File: config.mk
export PLATFORM = sky130hd
export DESIGN_NAME = hello_seq
export DESIGN_NICKNAME = d
export VERILOG_FILES = /design/src/rtl/hello_seq_pkg.sv /design/src/rtl/hello_gap_timer.sv /design/src/rtl/hello_seq.sv
export SDC_FILE = /design/constraint.sdc
export NUM_CORES = 1
export LEC_CHECK = 0
export CAP_MARGIN = 30
export CORE_MARGIN = 2
export CORE_UTILIZATION = 50
export DETAILED_ROUTE_END_ITERATION = 16
export PLACE_DENSITY_LB_ADDON = 0.25
export REMOVE_ABC_BUFFERS = 1
export SLEW_MARGIN = 20
export SYNTH_ARGS = -nofsm -noshare
export SYNTH_HDL_FRONTEND = slang
export SYNTH_SLANG_ARGS = --single-unit
File: constraint.sdc
create_clock -name clock -period 2.4 [get_ports clock]
set_clock_uncertainty 0.2 [all_clocks]
set_input_delay 0.24 -clock clock [delete_from_list [all_inputs] [get_ports clock]]
set_output_delay 0.24 -clock clock [all_outputs]
set_load 0.1 [all_outputs]
File: src/rtl/hello_seq_pkg.sv
// Shared types and helpers for the hello ROM sequencer and its gap timer.
package hello_seq_pkg;

   typedef enum logic [2:0] {
      S_IDLE   = 3'd0,
      S_REWIND = 3'd1,
      S_FETCH  = 3'd2,
      S_LOAD   = 3'd3,
      S_SEND   = 3'd4,
      S_GAP    = 3'd5
   } state_t;

   // Bits needed to hold GAP-1; never narrower than one bit.
   function automatic int gapWidth(input int gap);
      return (gap > 1) ? $clog2(gap) : 1;
   endfunction

endpackage

File: src/rtl/hello_gap_timer.sv
// Loadable down-counter with a zero flag, used to time the idle gap between
// message repetitions.
module hello_gap_timer
   import hello_seq_pkg::*;
#(
   parameter int GW = 4
) (
   input  logic          clock,
   input  logic          reset,
   input  logic          load_i,
   input  logic          en_i,
   input  logic [GW-1:0] value_i,
   output logic          zero_o
);

   logic [GW-1:0] cnt_q;

   // Load has priority over the decrement; the counter parks at zero.
   always_ff @(posedge clock or posedge reset) begin
      if (reset) begin
         cnt_q <= '0;
      end else if (load_i) begin
         cnt_q <= value_i;
      end else if (en_i && (cnt_q != '0)) begin
         cnt_q <= cnt_q - GW'(1);
      end
   end

   assign zero_o = (cnt_q == '0);

endmodule

File: src/rtl/hello_seq.sv
// Sequencer that rewinds the hello ROM, streams its words to a valid/ready
// sink, and repeats the message count times with an idle gap in between.
module hello_seq
   import hello_seq_pkg::*;
#(
   parameter int W   = 8,
   parameter int CW  = 8,
   parameter int GAP = 16
) (
   input  logic          clock,
   input  logic          reset,
   input  logic          start,
   input  logic          stop,
   input  logic [CW-1:0] count,
   output logic          busy,
   output logic          done,
   output logic          rom_rewind,
   output logic          rom_get,
   input  logic [W-1:0]  rom_out,
   input  logic          rom_empty,
   output logic [W-1:0]  tx_data,
   output logic          tx_valid,
   input  logic          tx_ready
);

   localparam int GW = gapWidth(GAP);
   localparam logic [GW-1:0] GAP_LOAD = (GAP > 0) ? GW'(GAP - 1) : '0;

   state_t        state_q, state_d;
   logic [CW-1:0] rem_q, rem_d;
   logic          cont_q, cont_d;
   logic          stopPend_q, stopPend_d;
   logic          busy_q, busy_d;
   logic          done_q, done_d;
   logic [W-1:0]  txData_q, txData_d;
   logic          txValid_q, txValid_d;

   logic          gapLoad, gapEn, gapZero, goIdle, stopNow;

   hello_gap_timer #(.GW(GW)) uGapTimer (
      .clock   (clock),
      .reset   (reset),
      .load_i  (gapLoad),
      .en_i    (gapEn),
      .value_i (GAP_LOAD),
      .zero_o  (gapZero)
   );

   always_ff @(posedge clock or posedge reset) begin
      if (reset) begin
         state_q    <= S_IDLE;
         rem_q      <= '0;
         cont_q     <= 1'b0;
         stopPend_q <= 1'b0;
         busy_q     <= 1'b0;
         done_q     <= 1'b0;
         txData_q   <= '0;
         txValid_q  <= 1'b0;
      end else begin
         state_q    <= state_d;
         rem_q      <= rem_d;
         cont_q     <= cont_d;
         stopPend_q <= stopPend_d;
         busy_q     <= busy_d;
         done_q     <= done_d;
         txData_q   <= txData_d;
         txValid_q  <= txValid_d;
      end
   end

   // A stop seen this cycle acts like one already pending, so a stop that
   // lands on a handshake cycle still ends the run at that byte boundary.
   always_comb begin
      state_d    = state_q;
      rem_d      = rem_q;
      cont_d     = cont_q;
      stopPend_d = stopPend_q | ((state_q != S_IDLE) & stop);
      busy_d     = busy_q;
      done_d     = 1'b0;
      txData_d   = txData_q;
      txValid_d  = txValid_q;
      rom_rewind = 1'b0;
      rom_get    = 1'b0;
      gapLoad    = 1'b0;
      gapEn      = 1'b0;
      goIdle     = 1'b0;
      stopNow    = stopPend_q | stop;

      case (state_q)
         S_IDLE: begin
            if (start && !stop) begin
               rem_d   = count;
               cont_d  = (count == '0);
               busy_d  = 1'b1;
               state_d = S_REWIND;
            end
         end
         S_REWIND: begin
            rom_rewind = 1'b1;
            state_d    = S_FETCH;
         end
         S_FETCH: begin
            if (stopNow) begin
               goIdle = 1'b1;
            end else if (rom_empty) begin
               if (!cont_q && (rem_q != '0)) begin
                  rem_d = rem_q - CW'(1);
               end
               if (!cont_q && (rem_q == CW'(1))) begin
                  goIdle = 1'b1;
               end else if (GAP == 0) begin
                  state_d = S_REWIND;
               end else begin
                  gapLoad = 1'b1;
                  state_d = S_GAP;
               end
            end else begin
               rom_get = 1'b1;
               state_d = S_LOAD;
            end
         end
         S_LOAD: begin
            txData_d  = rom_out;
            txValid_d = 1'b1;
            state_d   = S_SEND;
         end
         S_SEND: begin
            if (tx_ready) begin
               txValid_d = 1'b0;
               if (stopNow) begin
                  goIdle = 1'b1;
               end else if (!rom_empty) begin
                  rom_get = 1'b1;
                  state_d = S_LOAD;
               end else begin
                  state_d = S_FETCH;
               end
            end
         end
         S_GAP: begin
            gapEn = 1'b1;
            if (stopNow) begin
               goIdle = 1'b1;
            end else if (gapZero) begin
               state_d = S_REWIND;
            end
         end
         default: begin
            goIdle = 1'b1;
         end
      endcase

      if (goIdle) begin
         state_d    = S_IDLE;
         busy_d     = 1'b0;
         done_d     = 1'b1;
         stopPend_d = 1'b0;
      end
   end

   assign busy     = busy_q;
   assign done     = done_q;
   assign tx_data  = txData_q;
   assign tx_valid = txValid_q;

endmodule

* After elaboration in Yosys (flattened, before gate mapping)
Index checks and enable logic that the tools add are counted.
** Word-level totals
- Register bits :: 28
- Logic and storage cells :: 97
- Output and inout port bits :: 13
** Operators by class
- Multiplexer cells :: 41
- Eq/ne operators :: 18
- Reduce and logical (&&, ||, !) cells :: 24
- Bitwise logic cells :: 3
- Add/sub/neg operators :: 2
** Operator list (count)
- $mux W8 :: 4
- $mux W3 :: 9
- $mux W1 :: 21
- $ne A3 B3 Y1 const B :: 6
- $pmux W3 S6 :: 1
- $pmux W8 S2 :: 1
- $ne A2 B2 Y1 const B :: 5
- $reduce_bool A2 Y1 :: 5
- $eq A8 B1 Y1 const B :: 1
- $logic_not A8 Y1 :: 1
- $mux W4 :: 2
- $reduce_and A8 Y1 :: 1
- $reduce_bool A8 Y1 :: 1
- $sub A8 B1 Y8 const B :: 1
- $reduce_bool A7 Y1 :: 1
- $eq A3 B2 Y1 const B :: 2
- $eq A3 B3 Y1 const B :: 2
- $reduce_and A2 Y1 :: 3
- $reduce_and A5 Y1 :: 1
- $logic_and A1 B1 Y1 :: 4
- $logic_not A4 Y1 :: 1
- $ne A4 B4 Y1 const B :: 1
- $pmux W1 S2 :: 2
- $pmux W1 S4 :: 1
- other kinds (9) :: 11

* Depth between registers and ports, before layout
Gate-level depths: netlist of run 1.
- Depth after elaboration :: 8
- Gate-level depth with buffers :: 7
- Mapped depth without buffers :: 7

* Hierarchy
Synthesis of run 1 repeated with hierarchy kept, for this count alone.
** Unflattened totals
- Cell total of the unflattened synthesis :: 178
- Area total of the unflattened synthesis :: 1652.8 um2
** By module, submodules not included
- hello_seq :: times used 1, sequential area each 600.6 um2, area an instance 1391.3 um2, cells an instance 150
- hello_gap_timer :: times used 1, sequential area each 100.1 um2, area an instance 261.5 um2, cells an instance 28

* Worst setup path before layout of run 1
No wires, ideal clock.
- Path type :: register to output
- From :: register state_q[2]
- To :: output rom_get
- Setup slack :: -1983 ps
- Path buffers :: 1
- Arrival :: 3943 ps
- Stages on the path, launching flop included :: 5
- Path through :: dfrtp_1 -> buf_2 -> nor2b_1 -> nor2_1 -> nor4b_1
** On the way
- Longest elaborated chain between the ends :: 2
- Elaborated cells between the ends (all ways) :: 3
** RTL lines
- from (decl) :: line hello_seq.sv:29 : state_t state_q, state_d;
- from (signal assigned) :: line hello_seq.sv:60 : state_q <= state_d;
- $eq A3 B3 Y1 or $eq A3 B2 Y1 (tied branches) :: line hello_seq.sv:89 : case (state_q)
- $pmux W1 S2 * :: line hello_seq.sv:89
- to (decl) :: line hello_seq.sv:18 : output logic rom_get,
Every way passes the cells marked *; elsewhere a longest branch is shown, timed or not.

* Final worst setup path of run 1
Ends and elaborated chain as after synthesis.

==> impl_metrics.toml, run 1 <==
[yosys]
ys.flop_type = "dfrtp_1"
syn_avg_cell_area_um2 = 9.61
ys_seq_area_share_pct = 44.2
synth.distinct_cells = 51
synth_cells = 165
yosysWarnings = 0
synth_edf_count = 0
syn_area_um2 = 1590
ys_ff_latch = 28
async_reset_ff_share_pct = 100

[drt]
routed_via_density = 5.69
drc_errors = 0
wire_per_inst_um = 14.2
vias = 1423
drt_iter0_drc = 50
drtPass1Iterations = 4
totalWireLength_mm = 3.55
ant_nets = 0

[cells_and_area]
diodes = 0
final_common_cell = "dfrtp_1"
nNetsFinal = 233
fillers = 249
layout-drive-gt1-share_pct = 18.9
area_growth_pct = 29.9
fin_cells = 250
postLayoutCellArea_um2 = 2060
layout_common_cells = "dfrtp_1, clkdlybuf4s50_1, buf_4"

[sta]
finalSetupViolations = 0
fmax_ghz = 0.442
finalHoldViolations = 0
min_period_ps = 2260
final-max-slew-violation-count = 0
layout_worst_path_cycle_share_pct = 94.3
worst_pin_slew_ps = 580
max-slew-margin-rel_pct = 61.0
finalWorstSetupSlack_ps = 136
whs_ps = 34.4
rsz0062_at_grt = "false"

[die]
fp-row-count = 20
die_area_um2 = 3640
dieWidth_um = 60.3
start_util_pct = 52.4
fp.dieH_um = 60.3
design.core.area_um2 = 3030
ios = 35

[global_route]
grt_pass1_wl_mm = 5.90
grt_usage_pct = 21.7
grt_pass1_vias = 1393
overflow = 0
grt_max_degree = 29
antenna_found_initial = 0

[setup_path]
rr_worst_depth = 4
r2r_setup_slack_ps = 260
worstSetupPathType = "reg2out"
critPathTopFamily = "simple AND/OR/NAND/NOR gates"
cp_slowest_cell = "dfrtp_1"
crit_path_frequent_cell = "nor2_1"
cp_data_arrival_time_ps = 1820
worstPathCellList = "nand2_1, nor2_1, nor2_1, nor4b_2, buf_12"
end_kind = "output port"
r2r_end = "rem_q[1]"
critPathLaunchType = "register"
path_buf_inv = 1
r2r-start = "state_q[2]"
crit_required_ps = 1960
max_stage_delay_ps = 600
cp_max_fo = 12

[pwr]
pwr-share-seq_pct = 28.3
p_comb_share_pct = 61.2
irDropWorstVdd_v = 0.000794
power_frac_clock_pct = 10.5
p_per_area_nw_per_um2 = 1460
p_sw_mw = 1.58
switching_share_pct = 52.5
power.leakage_nw = 0.872
p_int_mw = 1.43

[min_path]
hp-class = "in2async"

[clock_network]
htree_levels = 1
cts_root_buf = "clkbuf_4"
clock_latency_ps = 340
cts-buffers-inserted = 3
clk_path_buf_depth = 2
path_clk_slew_ps = 160
clock-sinks = 28
cts_tree = "done"

[place]
post_dp_cell_area_um2 = 2000
dp_hpwl_mm = 2.74
dp_slack_ps = 158
dp.cells = 246
port_buffers = 34
gp_congestion = 0.867

[flow_run]
maxCapViolations = 0

[run_status]
status = "completed"
## power by group through the flow
stage | Sequential, mW | Combinational, mW | Clock [mW]
2_1_floorplan | 1.50 | 0.713 | 0
3_3_place_gp | 0.852 | 1.79 | 0
3_5_place_dp | 0.861 | 1.84 | 0
4_1_cts | 0.849 | 1.85 | 0.320
5_1_grt | 0.876 | 1.97 | 0.334
6_report | 0.854 | 1.84 | 0.317
## how the worst max path moves through the flow
| stage | startpoint | endpoint | slack, ps | depth (start not counted) |
|---|---|---|---|---|
| 3_3_place_gp | stop | rem_q[1] | 200 | 5 |
| 6_report | state_q[2] | rom_get | 140 | 5 |
| 5_1_grt | state_q[2] | rom_get | 2 | 5 |
| 2_1_floorplan | state_q[1] | rom_get | -1970 | 3 |
| 4_1_cts | state_q[2] | rom_get | 150 | 5 |
| 3_5_place_dp | stop | rem_q[1] | 160 | 5 |
## per-stage QoR
| stage | utilization (%) | power, mW | TNS, ps |
|---|---|---|---|
| after floorplan | - | 2.21 | -2160 |
| after global placement | 66.1 | 2.64 | 0 |
| after detailed placement | 66.1 | 2.70 | 0 |
| after CTS | 68.0 | 3.01 | 0 |
| after global routing | 68.0 | 3.18 | 0 |
| final | 68.0 | 3.01 | 0 |
## logic make-up after synthesis
group	count (synthesis)	share of synthesized area, %
and+or+nand+nor	61	21.2
DFF	28	44.2
adders and majority gates	4	3.16
xor gates and xnor gates	2	1.11
muxes	11	7.58
AOI/OAI and AO/OA	49	19.6
buffers and inverters	10	3.24
## layer usage
metal  vias up  GRT usage [%]  part of all wire (%)
met3         6           3.46                   3.5
met2        34           38.8                    52
li1        688              -                     -
met4         0           8.57                   1.6
met5         -              0                     0
met1       695           25.9                    43
## synthesized netlist by cell type, types with 2 or more instances
cell type	count	area share, %
and3_1	2	0.79
nor3_1	3	0.95
nand2_1	11	2.6
nor4_1	4	1.6
a22oi_1	2	0.95
o21ai_0	7	2.2
mux2i_1	3	1.9
nand3_1	3	0.95
nor4b_1	2	1.1
a31o_2	2	1.1
inv_1	5	1.2
mux2_1	2	1.4
ha_1	4	3.2
dfrtp_1	28	44
o211ai_1	2	0.95
or3_1	2	0.79
o21ai_1	10	3.2
xnor2_1	2	1.1
nand2b_1	3	1.2
a21oi_1	12	3.8
nor2b_1	3	1.2
mux2_2	6	4.3
nor2_1	18	4.3
buf_2	2	0.63
## tightest hold or removal path: stages
cell,delay (ps)
clkdlybuf4s50_1,390
inv_1,50
buf_4,330
## layout make-up
class | instances | area (um2) | area share (%)
Multi-Input combinational cell | 127 | 840 | 40.8
Sequential cell | 28 | 701 | 34.0
Timing Repair Buffer | 42 | 393 | 19.1
Tap cell | 44 | 55.1 | 2.67
Clock inverter | 1 | 30.0 | 1.46
Clock buffer | 3 | 22.5 | 1.09
Inverter | 5 | 18.8 | 0.911
## state kept, by name, indices dropped and copies added (netlist names)
register,flops
rem_q,8
busy,1
stopPend_q,1
state_q,3
done,1
tx_data,8
tx_valid,1
uGapTimer.cnt_q,4
cont_q,1
## repair_timing
action | CTS | global route
hold buffers | 0 | 0
hold endpoints to repair | 0 | 0
setup endpoints to repair | 1 | 0
resized for setup | 1 | 0
buffers inserted | 0 | 0
(Power assumes the default switching activity.)
==> inputs of run 2 (changes only) <==
- CORE_UTILIZATION: 50 -> 52
- CTS_BUF_LIST: default -> sky130_fd_sc_hd__clkbuf_4
==> run 2 against run 1 <==
Global-route usage shrank 1.3 points. Design area is essentially flat. Cell count shrank 3.6%. Core utilization grew 1.2 points. Largest power group unchanged.
==> impl_metrics.toml, run 2 (synthesis results as in run 1) <==
[run_status]
status = "completed"

[global_route]
grt_max_degree = 29
grt_pass1_vias = 1282
grt_usage_pct = 20.4
antenna_found_initial = 0
grt_pass1_wl_mm = 5.60
overflow = 0

[cells_and_area]
regArea_um2 = 701
nNetsFinal = 235
diodes = 0
area_growth_pct = 30.0
multi_input_area_um2 = 840
fillers = 239
layout-drive-gt1-share_pct = 19.7
postLayoutCellArea_um2 = 2060
layout_common_cells = "dfrtp_1, clkdlybuf4s50_1, buf_4"
final_common_cell = "dfrtp_1"
fin_cells = 241

[place]
dp.cells = 237
post_dp_cell_area_um2 = 2000
dp_hpwl_mm = 2.62
gp_congestion = 0.878
port_buffers = 34

[min_path]
hp-class = "in2async"

[clock_network]
clock_latency_ps = 330
cts_setup_buffers = 0
postCtsResizedCells = 0
cts_root_buf = "clkbuf_4"
path_clk_slew_ps = 160
htree_levels = 1
clock-sinks = 28
cts_tree = "done"
hold_buffers = 0
cts-buffers-inserted = 3
clk_path_buf_depth = 2

[sta]
max-slew-margin-rel_pct = 58.8
fmax_ghz = 0.454
layout_worst_path_cycle_share_pct = 91.8
finalSetupViolations = 0
fin_setup_tns_ps = 0
finalHoldViolations = 0
rsz0062_at_grt = "false"
worst_pin_slew_ps = 613
min_period_ps = 2200
whs_ps = 48.4
final-max-slew-violation-count = 0

[flow_run]
maxCapViolations = 0

[die]
fp-row-count = 20
fp.dieH_um = 59.2
design.core.area_um2 = 2980
dieWidth_um = 59.2
start_util_pct = 53.2
die_area_um2 = 3510
ios = 35

[setup_path]
cp_max_fo = 8
cp_data_arrival_time_ps = 1760
critPathLaunchType = "register"
r2r_setup_slack_ps = 300
worstSetupPathType = "reg2out"
rr_worst_depth = 4
cp_slowest_cell = "dfrtp_1"
worstPathCellList = "buf_4, nor2b_1, nor2_1, nor4b_2, buf_12"
cp-startpoint = "state_q[1]"
r2r-start = "state_q[2]"
max_stage_delay_ps = 460
end_kind = "output port"
r2r_end = "rem_q[1]"
crit_required_ps = 1960

[drt]
totalWireLength_mm = 3.38
drc_errors = 0
routed_via_density = 5.80
ant_nets = 0
drtPass1Iterations = 6
drt_iter0_drc = 63
wire_per_inst_um = 14.0
vias = 1399

[pwr]
power.leakage_nw = 0.882
irDropWorstVdd_v = 0.000591
p_per_area_nw_per_um2 = 1460
-- run 2: how the worst max path moves through the flow --
stage	to	depth (start not counted)	slack, ps
after floorplan	rom_get	3	-1970
after detailed placement	rem_q[1]	5	160
after CTS	rom_get	5	30
after global routing	rom_get	5	60
after global placement	rem_q[1]	5	200
final	rom_get	5	200
-- run 2: area by class of cell --
cell class	instances	area share [%]
Sequential cell	28	34.0
Tap cell	33	2.00
Clock inverter	1	1.46
Multi-Input combinational cell	127	40.7
Clock buffer	3	1.09
Inverter	5	0.911
Timing Repair Buffer	44	19.8
-- run 2: worst max-delay path, delay by kind of cell (launching register included) --
| kind | cells | cell delay [ps] |
|---|---|---|
| simple gates | 3 | 570 |
| buf+inv | 2 | 400 |
| flops | 1 | 460 |
-- run 2: per-stage QoR --
step / worst slack [ps] / utilization, % / power, mW
6_report: 198 / 69.2 / 3.01
3_3_place_gp: 201 / 67.2 / 2.66
5_1_grt: 59.4 / 69.2 / 3.19
2_1_floorplan: -1970 / - / 2.21
3_5_place_dp: 163 / 67.2 / 2.71
4_1_cts: 33.2 / 69.0 / 3.02
-- run 2: power by group --
group	switching, mW	leakage (nW)	total (mW)	internal (mW)
combinational	1.26	0.524	1.86	0.601
clock	0.140	0.0279	0.309	0.169
sequential	0.172	0.330	0.848	0.675
total	1.57	0.882	3.01	1.45
-- run 2: layer usage --
metal	up-vias	GRT usage, %	routed length (um)	part of all wire, %
li1	689	-	-	-
met1	672	27.0	1480	44
met2	36	36.4	1740	52
met3	2	1.97	139	4.1
met4	0	3.90	17	0.50
met5	-	0	0	0
==> inputs of run 3 (changes only) <==
--- a/config.mk
+++ b/config.mk
@@ -7,3 +7,2 @@
 export LEC_CHECK = 0
-export CAP_MARGIN = 30
 export CORE_MARGIN = 2
--- a/constraint.sdc
+++ b/constraint.sdc
@@ -4,2 +4,2 @@
 set_output_delay 0.24 -clock clock [all_outputs]
-set_load 0.1 [all_outputs]
+set_load 0.05 [all_outputs]
==> run 3 against run 2 <==
Sequential cell count unchanged. Design area did not move. Register-to-register slack worse by 20 ps. Routed wire length is 4.4% higher. Non-clock buffer count decreased by 2. Cell count is 0.83% lower. Global-route usage increased by 1.6 points. Power is 12% lower. Via count is 1.0% higher. Hold slack improved by 4.3 ps. Maximum frequency shrank 0.34%.
==> impl_metrics.toml, run 3 (synthesis results as in run 1) <==
[setup_path]
cp_max_fo = 10
end_kind = "output port"
crit_required_ps = 1960
cp_slowest_cell = "dfrtp_1"
critPathLaunchType = "register"
max_stage_delay_ps = 510
worstSetupPathType = "reg2out"
cp_data_arrival_time_ps = 1770
worstPathCellList = "buf_4, nor2b_1, nor2_1, nor4b_2, buf_12"

[drt]
wire_per_inst_um = 14.7
drtPass1Iterations = 4
ant_nets = 0
vias = 1413
totalWireLength_mm = 3.52
drc_errors = 0
routed_via_density = 5.91
drt_iter0_drc = 53

[die]
dieWidth_um = 59.2
die_area_um2 = 3510
design.core.area_um2 = 2980
ios = 35
start_util_pct = 53.2
fp.dieH_um = 59.2
fp-row-count = 20

[clock_network]
cts_root_buf = "clkbuf_4"
clock-sinks = 28
clk_path_buf_depth = 2
cts_setup_buffers = 0
postCtsResizedCells = 0
hold_buffers = 0
cts-buffers-inserted = 3
cts_tree = "done"
htree_levels = 1
clock_latency_ps = 330
path_clk_slew_ps = 150

[global_route]
grt_pass1_vias = 1324
antenna_found_initial = 0
grt_max_degree = 29
grt_usage_pct = 22.0
grt_pass1_wl_mm = 5.93
overflow = 0

[place]
dp_slack_ps = 153
dp_hpwl_mm = 2.72
gp_congestion = 0.876
post_dp_cell_area_um2 = 2000
port_buffers = 34
dp.cells = 235

[cells_and_area]
nNetsFinal = 233
regArea_um2 = 701
fillers = 234
layout-drive-gt1-share_pct = 13.6
area_growth_pct = 30.0
layout_common_cells = "clkdlybuf4s50_1, dfrtp_1, nor2_1"
fin_cells = 239
multi_input_area_um2 = 840
diodes = 0
final_common_cell = "clkdlybuf4s50_1"
postLayoutCellArea_um2 = 2060
fin_util_pct = 69.2

[sta]
layout_worst_path_cycle_share_pct = 92.1
max-slew-margin-rel_pct = 56.4
min_period_ps = 2210
finalSetupViolations = 0
finalHoldViolations = 0
worst_pin_slew_ps = 648
finalWorstSetupSlack_ps = 190
fin_setup_tns_ps = 0
rsz0062_at_grt = "false"
whs_ps = 52.6
fmax_ghz = 0.453
final-max-slew-violation-count = 0

[pwr]
p_int_mw = 1.44
p_sw_mw = 1.19
p_per_area_nw_per_um2 = 1280
power_frac_clock_pct = 11.7
pwr-share-seq_pct = 32.0
p_comb_share_pct = 56.3
irDropWorstVdd_v = 0.000618
finalPower_mw = 2.64
switching_share_pct = 45.2
power.leakage_nw = 0.856

[run_status]
status = "completed"

[min_path]
hp-class = "in2async"

[flow_run]
maxCapViolations = 0
-- run 3: cell types whose count changed in the layout (fill, tap and decap cells not counted) --
| cell | delta |
|---|---|
| buf_4 | -12 |
| clkdlybuf4s50_1 | +11 |
| buf_12 | -1 |
-- run 3: worst max-delay path: cells and delay by family, from the launching register on --
kind / cells / cell delay [ps]
AND/OR/NAND/NOR: 3 / 540
flip-flops: 1 / 510
buffers and inverters: 2 / 390
-- run 3: worst paths after layout --
kind	from	to	slack [ps]	cells past startpoint
hold / removal	reset	rem_q[3]	50	3
hold reg to reg	tx_data[5]	tx_data[5]	310	1
min in group clock	rom_out[0]	tx_data[0]	300	2
setup / recovery	state_q[2]	rom_get	190	5
setup reg to reg	rem_q[2]	rem_q[5]	280	5
max in group asynchronous	reset	rem_q[6]	1690	3
-- run 3: area by class of cell --
cell class	count	area share [%]
clock buffer	3	1.09
clock inverter	1	1.46
inverter	5	0.911
multi-input combinational	127	40.7
sequential	28	34.0
tap	33	2.00
timing repair buffer	42	19.8
-- run 3: layer usage --
| metal | track usage (%) | share of wire (%) |
|---|---|---|
| met5 | 0 | 0 |
| met4 | 6.49 | 0.97 |
| met3 | 3.06 | 2.5 |
| met2 | 38.3 | 53 |
| met1 | 28.3 | 43 |
-- run 3: power by group through the flow --
stage | clock network, mW | registers [mW] | logic, mW
floorplan | 0 | 1.17 | 0.672
global placement | 0 | 0.837 | 1.43
detailed placement | 0 | 0.853 | 1.48
CTS | 0.317 | 0.842 | 1.48
global route | 0.342 | 0.873 | 1.61
finish | 0.309 | 0.843 | 1.49
